File: config.mk
export PLATFORM = sky130hd
export DESIGN_NAME = iob_axistream_out_arb
export DESIGN_NICKNAME = d
export VERILOG_FILES = /design/src/rtl/iob_axistream_out_arb_pkg.sv /design/src/rtl/iob_axistream_out_arb_rr.sv /design/src/rtl/iob_axistream_out_arb.sv
export SDC_FILE = /design/constraint.sdc
export NUM_CORES = 1
export LEC_CHECK = 0
export CAP_MARGIN = 5
export CORE_MARGIN = 2
export CORE_UTILIZATION = 30
export DETAILED_ROUTE_END_ITERATION = 12
export GPL_ROUTABILITY_DRIVEN = 0
export GPL_TIMING_DRIVEN = 0
export PLACE_DENSITY = 0.58
export SYNTH_ARGS = -nofsm -noshare
export SYNTH_HDL_FRONTEND = slang
export SYNTH_SLANG_ARGS = --single-unit
File: constraint.sdc
create_clock -name clk -period 2.4 [get_ports clk]
set_clock_uncertainty 0.15 [all_clocks]
set_input_delay 0.36 -clock clk [delete_from_list [all_inputs] [get_ports clk]]
set_output_delay 0.36 -clock clk [all_outputs]
set_load 0.02 [all_outputs]
File: src/rtl/iob_axistream_out_arb_pkg.sv
// rtl/iob_axistream_out_arb_pkg.sv - shared state encoding and pointer sizing for the stream arbiter
package iob_axistream_out_arb_pkg;

  typedef enum logic {
    ARB_IDLE = 1'b0,
    ARB_LOCK = 1'b1
  } arb_state_e;

  // Pointer width for n sources; a single source still needs one bit to index with.
  function automatic int ptr_w(input int n);
    return (n > 1) ? $clog2(n) : 1;
  endfunction

endpackage

File: src/rtl/iob_axistream_out_arb_rr.sv
// rtl/iob_axistream_out_arb_rr.sv - combinational round-robin pick: first requester at or after ptr, wrapping
module iob_axistream_out_arb_rr
  import iob_axistream_out_arb_pkg::*;
#(
  parameter int N_SRC = 4,
  parameter int PTR_W = ptr_w(N_SRC)
) (
  input  logic [N_SRC-1:0] req,
  input  logic [PTR_W-1:0] ptr,
  output logic [N_SRC-1:0] win,
  output logic [PTR_W-1:0] win_idx
);

  int               idx;
  logic [PTR_W-1:0] cand;
  logic             found;

  always_comb begin
    win     = '0;
    win_idx = '0;
    found   = 1'b0;
    idx     = 0;
    cand    = '0;
    for (int k = 0; k < N_SRC; k++) begin
      // Explicit wrap at N_SRC so non-power-of-two source counts rotate correctly.
      idx = int'(ptr) + k;
      if (idx >= N_SRC) idx = idx - N_SRC;
      cand = idx[PTR_W-1:0];
      if (!found && req[cand]) begin
        found     = 1'b1;
        win[cand] = 1'b1;
        win_idx   = cand;
      end
    end
  end

endmodule

File: src/rtl/iob_axistream_out_arb.sv
// rtl/iob_axistream_out_arb.sv - packet-aware round-robin arbiter onto one registered AXI-Stream output
module iob_axistream_out_arb
  import iob_axistream_out_arb_pkg::*;
#(
  parameter int N_SRC   = 4,
  parameter int TDATA_W = 8,
  parameter int CNT_W   = 16
) (
  input  logic                       clk,
  input  logic                       rst,
  input  logic [N_SRC*TDATA_W-1:0]   s_tdata,
  input  logic [N_SRC-1:0]           s_tvalid,
  output logic [N_SRC-1:0]           s_tready,
  input  logic [N_SRC-1:0]           s_tlast,
  output logic [TDATA_W-1:0]         m_tdata,
  output logic                       m_tvalid,
  input  logic                       m_tready,
  output logic                       m_tlast,
  output logic [N_SRC-1:0]           grant,
  output logic                       busy,
  output logic [CNT_W-1:0]           pkt_cnt
);

  localparam int PTR_W = ptr_w(N_SRC);

  arb_state_e         state_q, state_d;
  logic [N_SRC-1:0]   grant_q, grant_d;
  logic [PTR_W-1:0]   own_q, own_d;
  logic [PTR_W-1:0]   ptr_q, ptr_d;
  logic [TDATA_W-1:0] m_tdata_q, m_tdata_d;
  logic               m_tlast_q, m_tlast_d;
  logic               m_tvalid_q, m_tvalid_d;
  logic [CNT_W-1:0]   pkt_cnt_q, pkt_cnt_d;

  logic [N_SRC-1:0]   win;
  logic [PTR_W-1:0]   win_idx;
  logic [TDATA_W-1:0] src_data [N_SRC];
  logic               load_ok;
  logic               beat;

  for (genvar i = 0; i < N_SRC; i++) begin : g_split
    assign src_data[i] = s_tdata[i*TDATA_W +: TDATA_W];
  end

  iob_axistream_out_arb_rr #(
    .N_SRC (N_SRC),
    .PTR_W (PTR_W)
  ) u_rr (
    .req     (s_tvalid),
    .ptr     (ptr_q),
    .win     (win),
    .win_idx (win_idx)
  );

  // The output stage can take a beat when empty or being drained this cycle.
  assign load_ok  = ~m_tvalid_q | m_tready;
  assign s_tready = (state_q == ARB_LOCK && load_ok) ? grant_q : '0;
  assign beat     = (state_q == ARB_LOCK) && load_ok && s_tvalid[own_q];

  always_comb begin
    state_d = state_q;
    grant_d = grant_q;
    own_d   = own_q;
    ptr_d   = ptr_q;
    case (state_q)
      ARB_IDLE: begin
        if (|s_tvalid) begin
          state_d = ARB_LOCK;
          grant_d = win;
          own_d   = win_idx;
          ptr_d   = (win_idx == PTR_W'(N_SRC - 1)) ? '0 : win_idx + 1'b1;
        end
      end
      ARB_LOCK: begin
        if (beat && s_tlast[own_q]) begin
          state_d = ARB_IDLE;
          grant_d = '0;
        end
      end
      default: state_d = ARB_IDLE;
    endcase
  end

  always_comb begin
    m_tdata_d  = m_tdata_q;
    m_tlast_d  = m_tlast_q;
    m_tvalid_d = m_tvalid_q;
    pkt_cnt_d  = pkt_cnt_q;
    if (beat) begin
      m_tdata_d  = src_data[own_q];
      m_tlast_d  = s_tlast[own_q];
      m_tvalid_d = 1'b1;
    end else if (m_tready) begin
      m_tvalid_d = 1'b0;
    end
    if (m_tvalid_q && m_tready && m_tlast_q) pkt_cnt_d = pkt_cnt_q + 1'b1;
  end

  always_ff @(posedge clk) begin
    if (rst) begin
      state_q    <= ARB_IDLE;
      grant_q    <= '0;
      own_q      <= '0;
      ptr_q      <= '0;
      m_tdata_q  <= '0;
      m_tlast_q  <= 1'b0;
      m_tvalid_q <= 1'b0;
      pkt_cnt_q  <= '0;
    end else begin
      state_q    <= state_d;
      grant_q    <= grant_d;
      own_q      <= own_d;
      ptr_q      <= ptr_d;
      m_tdata_q  <= m_tdata_d;
      m_tlast_q  <= m_tlast_d;
      m_tvalid_q <= m_tvalid_d;
      pkt_cnt_q  <= pkt_cnt_d;
    end
  end

  assign m_tdata  = m_tdata_q;
  assign m_tlast  = m_tlast_q;
  assign m_tvalid = m_tvalid_q;
  assign grant    = grant_q;
  assign busy     = (state_q == ARB_LOCK) | m_tvalid_q;
  assign pkt_cnt  = pkt_cnt_q;

endmodule

==> results.md, run 1 <==
* Core area at 0.00725 mm2
* Die Y at 90.4 um
* Initial Util at 0.309
* Clock root cell: clkbuf_8
* Status: finished clean
* Sink Count at 35
* Worst Setup End Kind: primary output
* Post-synth EDFFs at 0
* Global routing's busiest layer: met2
* Routed wire per std cell at 14.2 um
* Antenna violations before repair at 0
* Yosys top cell area share at 0.313
* Max rail drop VDD at 297 uV
* Largest net degree at the start of global routing at 13
* Area Growth Syn to Fin at 49.1%
* Vias in the first global route at 2,025
* Pre-antenna DRT Iters at 4
* Final setup viols at 0
* Yosys reg bits at 35
* Syn avg cell area at 9.41 um2
* Setup crit start kind: input port
* Dpl hpwl at 4.52 mm
* Leakage at 1.31 nW
* Most area-hungry cell type in the Yosys netlist: dfxtp_1
* Post-DRT Antenna Nets at 0
* Post-route DRC at 0
* Vias at 2,056
* Hold_buf cts at 0
* Yosys cell types at 46
* Htree depth at 2
* Ys Warns at 0
* Crit path time final at 2350 ps
* Final nets at 379
* Antenna diode count at 0
* Hold Fails Final Rpt at 0
* Layout cells sized above 1 at 0.165
* Dpl ws at -290 ps
* GRT Overall Usage at 0.146
* Post-synth top flop: dfxtp_1
* Met3 GRT Util at 0.0409
* Slew headroom at 0.582
* Met2 Use GR at 0.244
* Clock Latency Late Sink at 290 ps
* Setup CP Type: input port to primary output
* Most common cell after layout, fill and taps aside: clkdlybuf4s50_1
* Vias per Instance at 4.81
* Worst EP required at 1890 ps
* Worst-margin pin slew at 621 ps
* CTS tree: yes
* Post-synth ARST share at 0
* Worst-path clk slew at 80 ps
* RSZ-0062 raised after global routing: no
* Largest cells by area after synthesis: dfxtp_1 (31%), mux4_2 (12%), mux2i_1 (7.2%)
* Final worst slack at 51.6 ps
* GRT overflow at 0
* # rows at 31
* CTS buffer count at 5
* Total Wirelength at 6.04 mm
* Fmax at 426 MHz
* Global-route wire length before repair at 9.91 mm
* PortBufs at 76
* I/O pins at 78
* Most frequent cells in the layout: clkdlybuf4s50_1 (73), nor2_1 (33), dfxtp_1 (33), nand2_1 (18), mux2i_1 (16)
* Seq/Total Area, Yosys at 0.313
* M1 GR Usage at 0.188
* Cell Pwr Density at 676 mW/mm2
* WHS at 353 ps
* Die footprint at 0.00817 mm2
* Arrival @ worst endpoint at 1840 ps
* Worst Hold Class: flop to flop
* Area of the mapped netlist at 0.00224 mm2
* Number of DRC markers in iteration 0 at 65
* Syn Nets at 290
* CTS Buffer Depth at 2
* DIE WIDTH at 90.4 um
* Gate Count Post-Synth at 238
* Period utilisation layout at 0.978
* Max Cap Viol at 0
* Max Slew Vio Count at 0
* Crit path max fanout at 7
## flip-flops by register name, indices dropped and copies added (netlist names), named ones only
register  count
m_tvalid      1
own_q         2
grant         4
m_tdata       8
m_tlast       1
pkt_cnt      16
state_q       1
ptr_q         1
## kinds of logic (layout without fill, tap and decap cells)
kind of cell             after synthesis  after routing  synth area share
AND/OR/NAND/NOR                       94             94             0.210
flip-flops                            35             35             0.313
AO/OA/AOI/OAI                         33             33             0.103
multiplexers                          30             30             0.203
XOR/XNOR                              15             15            0.0587
buffers and inverters                 22            112            0.0615
adder cells (fa/ha/maj)                9              9            0.0503
## routing by layer
layer | part of all wire | wire length (um) | vias up
met5 | 0 | 0 | -
met4 | 0.013 | 79 | 0
met3 | 0.056 | 338 | 11
met2 | 0.46 | 2800 | 62
met1 | 0.47 | 2820 | 950
li1 | - | - | 1033
## worst max-delay path, stage by stage
cell and delay (ps):
clkdlybuf4s50_1 520, nand2b_4 190, and3_1 170, clkdlybuf4s50_1 600
## Yosys cell counts (all sizes together) (2+ instances only)
master	count
mux4	12
nand2	18
nor2b	2
dfxtp	35
nor3	2
inv	3
a211oi	4
and3	8
mux2i	17
nand2b	3
buf	11
nand3	10
nor2	33
xor2	10
clkbuf	8
o21ai	7
a21oi	11
xnor2	5
a311oi	4
nand3b	2
nor3b	4
ha	9
nand4	4
or2	2
nor4	2
## what timing repair did
action                     CTS  global route
cloned                       0             0
setup endpoints to repair   11             7
buffers inserted             1             8
pin swaps                    0             1
gates resized for setup     13             3
## worst paths after layout
kind	startpoint	to	slack, ps	depth (start not counted)
min	m_tdata[1]	m_tdata[1]	350	2
min reg2reg	m_tdata[1]	m_tdata[1]	350	2
max reg2reg	ptr_q[1]	ptr_q[1]	160	8
max	m_tready	s_tready[2]	50	4
## power by group
part	leakage (nW)	internal, mW	total [mW]	switching [mW]
combinational	0.962	0.541	1.03	0.488
sequential	0.286	0.639	0.695	0.0558
clock	0.0581	0.309	0.533	0.224
## per-stage QoR
step | TNS [ps] | total power, mW | utilization | cells | instance area [um2]
CTS | 0 | 2.24 | 0.454 | 422 | 3290
floorplan | 0 | 1.36 | - | 238 | 2240
global placement | -1660 | 1.63 | 0.431 | 413 | 3120
detailed placement | -1800 | 1.65 | 0.431 | 413 | 3120
global route | 0 | 2.39 | 0.460 | 427 | 3340
finish | 0 | 2.26 | 0.460 | 427 | 3340
## layout make-up
| cell class | instances | area, um2 |
|---|---|---|
| Clock buffer | 5 | 68.8 |
| Tap cell | 99 | 124 |
| Buffer | 16 | 104 |
| Sequential cell | 35 | 708 |
| Multi-Input combinational cell | 181 | 1440 |
| Clock inverter | 3 | 43.8 |
| Timing Repair Buffer | 85 | 828 |
| Inverter | 3 | 18.8 |
| Fill cell | 722 | 3920 |
Note: power is estimated with default switching activity, not from simulation.
==> run 2, diff against run 1 <==
--- a/config.mk
+++ b/config.mk
@@ -8,6 +8,7 @@
 export CAP_MARGIN = 5
 export CORE_MARGIN = 2
 export CORE_UTILIZATION = 30
+export CTS_CLUSTER_SIZE = 25
 export DETAILED_ROUTE_END_ITERATION = 12
 export GPL_ROUTABILITY_DRIVEN = 0
 export GPL_TIMING_DRIVEN = 0
==> results of run 2 <==
No change in the layout: final DEF, timing and power equal those of run 1.
==> run 3, diff against run 2 <==
--- a/config.mk
+++ b/config.mk
@@ -12,7 +12,7 @@
 export DETAILED_ROUTE_END_ITERATION = 12
 export GPL_ROUTABILITY_DRIVEN = 0
 export GPL_TIMING_DRIVEN = 0
-export PLACE_DENSITY = 0.58
+export PLACE_DENSITY = 0.56
 export SYNTH_ARGS = -nofsm -noshare
 export SYNTH_HDL_FRONTEND = slang
 export SYNTH_SLANG_ARGS = --single-unit
==> constraint.sdc (replaced) <==
create_clock -name clk -period 2.88 [get_ports clk]
set_clock_uncertainty 0.15 [all_clocks]
set_input_delay 0.432 -clock clk [delete_from_list [all_inputs] [get_ports clk]]
set_output_delay 0.432 -clock clk [all_outputs]
set_load 0.02 [all_outputs]
==> results.md, run 3 (synthesis results as in run 1) <==
* Worst Setup End Kind: primary output
* Antenna diode count at 0
* I/O pins at 78
* Status: finished clean
* Crit Reg-Reg Endpoint: grant[2]
* Most common cell after layout, fill and taps aside: clkdlybuf4s50_1
* Post-route setup TNS at 0 ps
* Max rail drop VDD at 229 uV
* CTS buffer count at 5
* Power Total at 1.80 mW
* CP max stage delay at 610 ps
* DIE WIDTH at 90.4 um
* Max Cap Viol at 0
* Internal Power at 1.19 mW
* CTS Buffer Depth at 2
* Hold Path Origin: m_tdata[0]
* Vias per Instance at 4.82
* GRT Overall Usage at 0.146
* Antenna violations before repair at 0
* Worst-path clk slew at 70 ps
* Depth of the worst hold-timing path at 2
* Post-CTS Setup Bufs at 0
* Hold Fails Final Rpt at 0
* Slowest CP cell: clkdlybuf4s50_1
* Final setup viols at 0
* Largest register FFs at 16
* Htree depth at 2
* Leakage at 1.23 nW
* Worst-margin pin slew at 584 ps
* Final nets at 373
* Flop pwr share at 0.315
* Combinational power share at 0.436
* Dpl hpwl at 4.48 mm
* Post_cts resized at 0
* Arrival @ worst endpoint at 2070 ps
* Worst Hold Class: flop to flop
* NetSw at 612 uW
* Number of cells on the worst reg-to-reg path at 9
* CP top delay family: buffers and inverters
* GRT overflow at 0
* CTS tree: yes
* Area Growth Syn to Fin at 44.5%
* Switching Fraction at 0.340
* Slew headroom at 0.607
* Crit-path most repeated cell: clkdlybuf4s50_1
* Vias in the first global route at 2,052
* Layout cells sized above 1 at 0.124
* Critical-path cell list: clkdlybuf4s50_1 > nand2b_1 > and3_1 > clkdlybuf4s50_1
* Clock power share at 0.248
* Total Wirelength at 5.84 mm
* Hold Crit Endpoint: m_tdata[0]
* Slack of the worst reg-to-reg path at 230 ps
* Period utilisation layout at 0.922
* Sink Count at 35
* PortBufs at 76
* Pre-antenna DRT Iters at 4
* Routed wire per std cell at 13.9 um
* Crit path max fanout at 7
* Worst EP required at 2300 ps
* Setup CP Type: input port to primary output
* Post-DRT Antenna Nets at 0
* Cell Pwr Density at 556 mW/mm2
* Number of DRC markers in iteration 0 at 72
* Core area at 0.00725 mm2
* RSZ-0062 raised after global routing: no
* CP bufs+invs at 2
* # rows at 31
* Fmax at 377 MHz
* Post-route DRC at 0
* Clock Latency Late Sink at 290 ps
* Setup crit start kind: input port
* Crit path time final at 2650 ps
* Global-route wire length before repair at 9.86 mm
* Die footprint at 0.00817 mm2
* Vias at 2,030
* Largest net degree at the start of global routing at 13
* Hold_buf cts at 0
* Most frequent cells in the layout: clkdlybuf4s50_1 (76), dfxtp_1 (35), nor2_1 (33), nand2_1 (18), mux2i_1 (16)
* Initial Util at 0.309
* Max Slew Vio Count at 0
* Clock root cell: clkbuf_8
* Die Y at 90.4 um
## run 3: changes by cell type in the layout (fill, tap and decap cells not counted), sizes merged
cell,previous run,this run
buf,18,11
clkbuf,12,13
clkdlybuf4s50,73,76
clkinvlp,2,0
dlygate4sd2,2,0
dlymetal6s2s,1,0
inv,1,3
## run 3: how the worst max path moves through the flow
stage	start	to	slack, ps	cells past startpoint
CTS	m_tready	s_tready[3]	210	4
floorplan	flop	grant[0]	560	8
finish	m_tready	s_tready[3]	230	4
global placement	m_tready	s_tready[3]	220	4
detailed placement	m_tready	s_tready[3]	220	4
global route	flop	grant[3]	6	9
## run 3: layer usage
layer  vias to the layer above  global-route usage  wire length, um
met2                        53               0.237             2700
li1                       1020                   -                -
met3                         6              0.0417              295
met4                         0              0.0308               41
met1                       951               0.195             2800
met5                         -                   0                0
## run 3: power groups by stage
stage                     Combinational [mW]  Clock [mW]  Sequential, mW
final                                  0.786       0.447           0.568
after floorplan                        0.532           0           0.604
after global routing                   0.868       0.481           0.577
after detailed placement               0.791           0           0.579
after CTS                              0.794       0.461           0.568
after global placement                 0.788           0           0.578
## run 3: stage by stage
stage	hold slack [ps]	std cells	cell area [um2]	setup WS, ps	utilization
6_report	352	421	3240	226	0.446
2_1_floorplan	402	238	2240	556	-
3_5_place_dp	340	413	3120	219	0.431
4_1_cts	360	421	3240	210	0.446
5_1_grt	404	421	3240	5.51	0.446
3_3_place_gp	328	413	3120	216	0.431
## run 3: worst register-to-register path, cell delays in order, from the launching register on
cell	delay [ps]
dfxtp_1	420
buf_4	210
inv_1	150
ha_1	360
buf_4	180
nor3b_1	190
a21oi_1	70
o41ai_2	450
nand2_1	100
a311oi_1	270
## run 3: cell type report
cell class                      count  area (um2)
Clock buffer                        5        68.8
Clock inverter                      3        43.8
Tap cell                           99         124
Multi-Input combinational cell    181        1400
Fill cell                         716        4020
Timing Repair Buffer               76         761
Inverter                            3        11.3
Buffer                             19         126
Sequential cell                    35         701
